<file path="src/rtl/uart_frame_receiver_pkg.sv">
// uart_frame_receiver_pkg: shared baud default and receiver state encodings
package uart_frame_receiver_pkg;
  localparam int UART_CLKS_PER_BIT = 434;
  typedef enum logic [2:0] {
    URX_IDLE  = 3'd0,
    URX_START = 3'd1,
    URX_DATA  = 3'd2,
    URX_STOP  = 3'd3,
    URX_BREAK = 3'd4
  } urx_state_e;
endpackage

</file>
<file path="src/rtl/sync_2ff.sv">
// sync_2ff: two-flop synchronizer for an asynchronous input with selectable reset value
module sync_2ff #(
  parameter logic RST_VAL = 1'b1
) (
  input  logic clk,
  input  logic rst_n,
  input  logic d,
  output logic q
);
  logic m;
  always_ff @(posedge clk)
    if (!rst_n) {q, m} <= {RST_VAL, RST_VAL};
    else {q, m} <= {m, d};
endmodule

</file>
<file path="src/rtl/uart_frame_receiver.sv">
// uart_frame_receiver: 8N1 UART receiver with glitch rejection, framing error and break hold-off
module uart_frame_receiver
  import uart_frame_receiver_pkg::*;
#(
  parameter int CLKS_PER_BIT = UART_CLKS_PER_BIT
) (
  input  logic       clk,
  input  logic       rst_n,
  input  logic       rx,
  output logic       o_valid,
  output logic [7:0] o_byte,
  output logic       o_frame_err,
  output logic       o_busy
);
  localparam int CW = $clog2(CLKS_PER_BIT);
  localparam logic [CW-1:0] HALF_END = CW'(CLKS_PER_BIT / 2 - 1);
  localparam logic [CW-1:0] BIT_END  = CW'(CLKS_PER_BIT - 1);
  urx_state_e    state, state_d;
  logic [CW-1:0] cnt, cnt_d;
  logic [2:0]    idx, idx_d;
  logic [7:0]    shift, shift_d, byte_d;
  logic          valid_d, err_d, rx_s;
  sync_2ff #(.RST_VAL(1'b1)) u_sync (.clk(clk), .rst_n(rst_n), .d(rx), .q(rx_s));
  always_ff @(posedge clk)
    if (!rst_n) begin
      state       <= URX_IDLE;
      cnt         <= '0;
      idx         <= '0;
      shift       <= '0;
      o_byte      <= '0;
      o_valid     <= 1'b0;
      o_frame_err <= 1'b0;
    end else begin
      state       <= state_d;
      cnt         <= cnt_d;
      idx         <= idx_d;
      shift       <= shift_d;
      o_byte      <= byte_d;
      o_valid     <= valid_d;
      o_frame_err <= err_d;
    end
  always_comb begin
    state_d = state;
    cnt_d   = cnt + 1'b1;
    idx_d   = idx;
    shift_d = shift;
    byte_d  = o_byte;
    valid_d = 1'b0;
    err_d   = 1'b0;
    case (state)
      URX_IDLE: begin
        cnt_d   = '0;
        state_d = rx_s ? URX_IDLE : URX_START;
      end
      URX_START:
        if (cnt == HALF_END) begin
          cnt_d   = '0;
          idx_d   = '0;
          state_d = rx_s ? URX_IDLE : URX_DATA;
        end
      URX_DATA:
        if (cnt == BIT_END) begin
          cnt_d        = '0;
          shift_d[idx] = rx_s;
          idx_d        = idx + 1'b1;
          state_d      = (idx == 3'd7) ? URX_STOP : URX_DATA;
        end
      URX_STOP:
        if (cnt == BIT_END) begin
          cnt_d   = '0;
          valid_d = rx_s;
          err_d   = !rx_s;
          byte_d  = rx_s ? shift : o_byte;
          state_d = rx_s ? URX_IDLE : URX_BREAK;
        end
      URX_BREAK: begin
        cnt_d   = '0;
        state_d = rx_s ? URX_IDLE : URX_BREAK;
      end
      default: state_d = URX_IDLE;
    endcase
  end
  assign o_busy = (state != URX_IDLE);
endmodule
</file>
<file path="config.mk">
export PLATFORM = sky130hd
export DESIGN_NAME = uart_frame_receiver
export DESIGN_NICKNAME = d
export VERILOG_FILES = /design/src/rtl/uart_frame_receiver_pkg.sv /design/src/rtl/sync_2ff.sv /design/src/rtl/uart_frame_receiver.sv
export SDC_FILE = /design/constraint.sdc
export NUM_CORES = 1
export LEC_CHECK = 0
export CORE_MARGIN = 3
export CORE_UTILIZATION = 59
export CTS_CLUSTER_SIZE = 12
export DETAILED_ROUTE_END_ITERATION = 6
export GPL_TIMING_DRIVEN = 0
export PLACE_DENSITY = 0.87
export SYNTH_ARGS = -nofsm -noshare
export SYNTH_HDL_FRONTEND = slang
export SYNTH_SLANG_ARGS = --single-unit
</file>
<file path="constraint.sdc">
create_clock -name clk -period 3.2 [get_ports clk]
set_input_delay 0.64 -clock clk [delete_from_list [all_inputs] [get_ports clk]]
set_output_delay 0.64 -clock clk [all_outputs]
set_load 0.05 [all_outputs]
</file>
=== After elaboration in Yosys (flattened, before gate mapping) ===
Cells that the tools add are included.

* Register bits after elaboration: 35
* Input port bits: 3
* Output and inout bits: 11
* Logic and storage cells: 52

* Add/sub/neg operators: 2
* Order comparisons: 2
* Equal/unequal tests: 10
* Mux-type cells: 17
* Reductions and logical operators: 12

{| class="wikitable"
|+ Operators by type and width
! operator !! count
|-
| 9-bit one-hot mux with 3 select lines || 1
|-
| 3-bit 2-to-1 mux || 6
|-
| 9-bit 2-to-1 mux || 2
|-
| 3-bit one-hot mux with 5 select lines || 1
|-
| 3-bit AND reduction || 4
|-
| 9-bit by 1-bit adder with 9-bit output, second input constant || 1
|-
| 9-bit by 8-bit equality test with 1-bit output, second input constant || 1
|-
| 9-bit equality test, second input constant || 1
|-
| 8-bit bitwise mux || 1
|-
| 3-bit by 2-bit equality test with 1-bit output, second input constant || 2
|-
| 3-bit equality test, second input constant || 2
|-
| 2-bit inequality test, second input constant || 3
|-
| 3-bit one-hot mux with 2 select lines || 1
|-
| 3-bit by 4-bit less-than comparator with 1-bit output, second input constant || 1
|-
| 2-bit OR reduction || 2
|-
| 3-bit by 1-bit adder with 3-bit output, second input constant || 1
|-
| 1-bit demux with 3-bit select || 1
|-
| 3-bit by 1-bit equality test with 1-bit output, second input constant || 1
|-
| 3-bit by 1-bit greater-or-equal comparator with 1-bit output, second input constant || 1
|-
| 3-bit logical NOT || 1
|-
| 1-bit 2-to-1 mux || 3
|-
| 3-bit nonzero test || 1
|-
| 2-bit 2-to-1 mux || 1
|-
| 2-bit AND reduction || 1
|-
| 3 further kinds || 3
|}

=== Depth between registers and ports, before layout ===
* Word-level depth: 5
* Mapped depth: 7
* Depth with buffers taken out: 6

=== By module ===
A second synthesis with hierarchy kept.

* Cell total of the unflattened synthesis: 169
* Area total of the unflattened synthesis: 1641.6 µm²

{| class="wikitable"
|+ By module, submodules not included
! module !! instances !! cells each !! area an instance (µm²) !! sequential area each (µm²)
|-
| uart_frame_receiver || 1 || 165 || 1589.0 || 660.6
|-
| sync_2ff || 1 || 4 || 52.6 || 40.0
|}

=== Least setup slack after synthesis ===
No wires, ideal clock.

* Path kind: reg-to-reg
* Start point: reg cnt[0]
* End point: reg cnt[2]
* Library setup time: 0.132 ns
* Data arrival time: 1.598 ns
* Data required time: 3.068 ns
* Setup slack: 1.471 ns
* Stages on the path, launching flop included: 7
* Buffers on the path: 1
* Clock period less this slack: 1.729 ns
* Path through: dfxtp_1 -> ha_1 -> nand4bb_4 -> or2_0 -> buf_4 -> a311oi_4 -> nor2_1

* Cells in the longest elaborated chain, start to end: 3
* Elaborated cells between the ends (all ways): 6
* Classes of those cells: add/sub: 1; eq/ne: 2; mux: 3

{| class="wikitable"
|+ RTL lines
! item !! line !! text
|-
| start, declared || uart_frame_receiver.sv:19 || <nowiki>logic [CW-1:0] cnt, cnt_d;</nowiki>
|-
| start signal, assigned || uart_frame_receiver.sv:35 || <nowiki>cnt <= cnt_d;</nowiki>
|-
| 9-bit by 1-bit adder with 9-bit output, or another cell as far along || uart_frame_receiver.sv:44 || <nowiki>cnt_d = cnt + 1'b1;</nowiki>
|-
| 9-bit 2-to-1 mux (on tied branches) || uart_frame_receiver.sv:62, uart_frame_receiver.sv:69, uart_frame_receiver.sv:56 ||
|-
| 9-bit one-hot mux with 3 select lines (*) || uart_frame_receiver.sv:50 || <nowiki>case (state)</nowiki>
|}

Every way passes the cells marked *; elsewhere a longest branch is shown, timed or not.
A chain may end at the register's enable or synchronous reset.

=== Worst setup path in the final report ===
* Start point: reg state[1]
* End point: out o_busy

* Cells in the longest elaborated chain, start to end: 1

{| class="wikitable"
|+ RTL lines
! item !! line !! text
|-
| start, declared || uart_frame_receiver.sv:18 || <nowiki>urx_state_e state, state_d;</nowiki>
|-
| start signal, assigned || uart_frame_receiver.sv:34 || <nowiki>state <= state_d;</nowiki>
|-
| 3-bit nonzero test || uart_frame_receiver.sv:83 || <nowiki>assign o_busy = (state != URX_IDLE);</nowiki>
|-
| end, declared || uart_frame_receiver.sv:13 || <nowiki>output logic o_busy</nowiki>
|}

No other way between the ends.

==> summary.md <==
| Metric | Value |
|---|---|
| Clk network pwr share | 36.4% |
| Layout cells sized above 1 | 10.15% |
| Bufs on Longest Clock Path | 2 |
| Adder-cell area share of the yosys netlist | 3.712% |
| Worst-Skew Late Latency | 0.35 ns |
| CTS tree | built |
| Met3 global-route usage | 4.575% |
| Vias per cell | 5.815 |
| Worst Tran Pin Value | 0.5806 ns |
| Gr busiest metal | met2 |
| Pin count of the biggest net entering global routing | 12 |
| FMAX | 0.3829 GHz |
| Ys flop type | dfxtp_1 |
| Logic pwr share | 3.2% |
| # port buffers | 13 |
| Crit end category | primary output |
| DRC errors left | 0 |
| RSZ-0062 raised after global routing | no |
| Worst relative slew slack | 61.21% |
| Post-synthesis simple-gate area fraction | 28.14% |
| Clock buffer count from CTS | 5 |
| Worst reg2reg path depth | 6 |
| Synth Area in Compound Gates | 11.88% |
| Vias | 1,320 |
| Vias in the first global route | 1,351 |
| Yosys warnings | 0 |
| Yosys reg bits | 35 |
| Post-DP HPWL | 2.349 mm |
| Wire per inst | 14.52 microns |
| GR Overflow Total | 0 |
| Final Skew | 0.009554 ns |
| Synthesized cell area | 1685 sq um |
| Outcome | completed |
| Core Region | 2590 sq um |
| Die area | 3534 sq um |
| Maximum vdd drop | 0.0004584 V |
| Seq/Total Area, Yosys | 41.57% |
| CP max FO | 10 |
| Initial drt markers | 90 |
| Netlist cell types | 42 |
| Total GRT Usage | 21.97% |
| DRT antenna net count | 0 |
| Switching Share | 23.45% |
| Starting Density | 65.07% |
| Drt pass-1 iters | 4 |
| CP Launch Type | flop |
| Die height | 59.45 microns |
| Post-synthesis cell count | 176 |
| # Max-Cap Violations | 0 |
| Hold Path Cell Cnt | 1 |
| Hold Path Class | reg2reg |
| Post-CTS sizing | 0 |
| Routed WL | 3.295 mm |
| Xor/xnor share of the synthesized area | 3.638% |
| Share of the synthesized area in the top cell type | 41.57% |
| Number of synthesized flops with an enable pin | 0 |
| First-pass GRT wire length | 5.816 mm |
| Share of power burned in registers | 60.5% |
| Final hold vios | 0 |
| Gpl congestion | 0.8725 |
| Design Power | 0.0007239 W |
| Syn Nets | 184 |
| Synth area leader | dfxtp_1 |
| Die width | 59.45 microns |
| Global-route met1 utilization | 28.72% |
| Depth of the CTS H-tree | 2 |
| Ys async rst share | 0% |
| Critical path required time | 2.56 ns |
| Top cells by area, synth | dfxtp_1 (42%), mux2i_1 (7.1%), nor2_1 (4.5%), ha_1 (3.7%), nor4_4 (2.5%) |
| N_diodes | 0 |
| Int Power | 0.0005541 W |
| Leakage | 0.7398 nW |
| Setup CP Type | reg2out |
| Avg Inst Size Synth | 9.576 sq um |
| Final max-slew violation count | 0 |
| Critical Path AT | 1.97 ns |
| Clock slew at reported path FFs | 0.11 ns |
| Filler instances | 212 |
| Area Overhead vs Synth | 13.73% |
| Largest family of logic cells by synthesized area | simple AND/OR/NAND/NOR gates |
| Final nets | 204 |
| Setup TNS | 0 ns |
| Met2 usage | 32.61% |
| Net Switching | 0.0001697 W |
| Hold_buf cts | 0 |
| Power per cell area | 377.6 nW/um^2 |
| Fin crit share | 81.62% |
| Multiplexer share of the synthesized area | 7.127% |
| Initial antenna violation count | 0 |
| Top-level I/O count | 14 |
| Final setup fails | 0 |
| Setup repair bufs after CTS | 0 |
| Row count | 18 |
| Fin crit period | 2.612 ns |
| CTS Root Cell | clkbuf_4 |
| Clock sinks | 35 |
==> logic make-up after synthesis <==
family | Yosys count
xor gates and xnor gates | 7
and+or+nand+nor | 75
DFF | 35
muxes | 12
adders and majority gates | 5
buffers and inverters | 16
AOI/OAI and AO/OA | 26
==> per-stage QoR <==
step | instances | setup slack [ns] | hold WS, ns | cell area (sq um) | util (%)
finish | 227 | 0.5881 | 0.4290 | 1917 | 74.01
global route | 227 | 0.5048 | 0.4424 | 1917 | 74.01
CTS | 227 | 0.5709 | 0.4379 | 1917 | 74.01
detailed placement | 219 | 0.8146 | 0.4101 | 1853 | 71.55
global placement | 219 | 0.9161 | 0.3948 | 1853 | 71.55
floorplan | 176 | 1.471 | 0.3863 | 1685 | -
==> critical path: stages, from the launching register on <==
cell and delay, ns:
dfxtp_1 0.32, clkbuf_1 0.19, or3_1 0.41, clkdlybuf4s50_1 0.71
==> area by class of cell <==
| class | count | area (sq um) | area share (%) |
|---|---|---|---|
| repair buffers | 13 | 130.1 | 6.789 |
| well taps | 30 | 37.54 | 1.958 |
| plain buffers | 9 | 40.04 | 2.089 |
| clock buffers | 7 | 55.05 | 2.872 |
| flip-flops and latches | 35 | 700.7 | 36.55 |
| multi-input cells | 125 | 918.4 | 47.91 |
| inverters | 7 | 26.28 | 1.371 |
| clock inverters | 1 | 8.758 | 0.4569 |
==> final timing paths <==
| kind | from | end | slack [ns] |
|---|---|---|---|
| hold / removal | u_sync.m$_SDFF_PN1_ | u_sync.q$_SDFF_PN1_ | 0.43 |
| setup / recovery | state[1]$_SDFFE_PN0P_ | o_busy | 0.59 |
| hold reg to reg | u_sync.m$_SDFF_PN1_ | u_sync.q$_SDFF_PN1_ | 0.43 |
| setup reg to reg | cnt[0]$_SDFF_PN0_ | cnt[6]$_SDFF_PN0_ | 1.14 |
==> synthesized netlist by cell type (all sizes together) (3+ instances only) <==
master / count
dfxtp: 35
nor2: 20
mux2i: 12
nand2: 9
nand3: 8
a21oi: 7
inv: 7
and3: 6
a21boi: 5
clkbuf: 5
ha: 5
o21a: 5
buf: 4
nand4: 4
nor2b: 4
xor2: 4
nand2b: 3
nor3: 3
nor4: 3
o21ai: 3
xnor2: 3
==> power groups by stage <==
| stage | Clock, W | Combinational, W | Sequential (W) |
|---|---|---|---|
| 2_1_floorplan | 0 | 0.0000148 | 0.000448 |
| 3_3_place_gp | 0 | 0.0000218 | 0.000448 |
| 3_5_place_dp | 0 | 0.0000226 | 0.000448 |
| 4_1_cts | 0.000270 | 0.0000228 | 0.000438 |
| 5_1_grt | 0.000291 | 0.0000254 | 0.000438 |
| 6_report | 0.000263 | 0.0000229 | 0.000438 |
==> cell usage in the layout, fill, tap and decap left out, types with 2 or more instances in the layout <==
cell type	instances
nand3_1	8
a21boi_0	5
nand4_1	4
clkbuf_1	6
xnor2_1	3
dfxtp_1	35
clkdlybuf4s50_1	13
o21a_1	5
ha_1	5
nand2b_1	3
mux2i_1	12
a31o_2	2
and3_1	6
nor4_4	2
nor2_1	20
nor2b_1	4
buf_2	2
inv_1	7
nand2_1	9
a21oi_1	7
clkbuf_4	5
or3_1	2
and2_1	2
nor3_1	3
o21ai_0	3
xor2_1	4
==> registers in the layout, summed over array words and instances (netlist names) <==
signal and flops:
u_sync.m 1, idx 3, o_frame_err 1, state 3
o_byte 8, o_valid 1, shift 8, cnt 9
u_sync.q 1
==> layer usage <==
| layer | up-vias | wire (microns) |
|---|---|---|
| met2 | 35 | 1557 |
| met4 | 0 | 43 |
| met1 | 625 | 1560 |
| li1 | 656 | - |
| met3 | 4 | 133 |
| met5 | - | 0 |
Power figures use the tool's default switching activity.
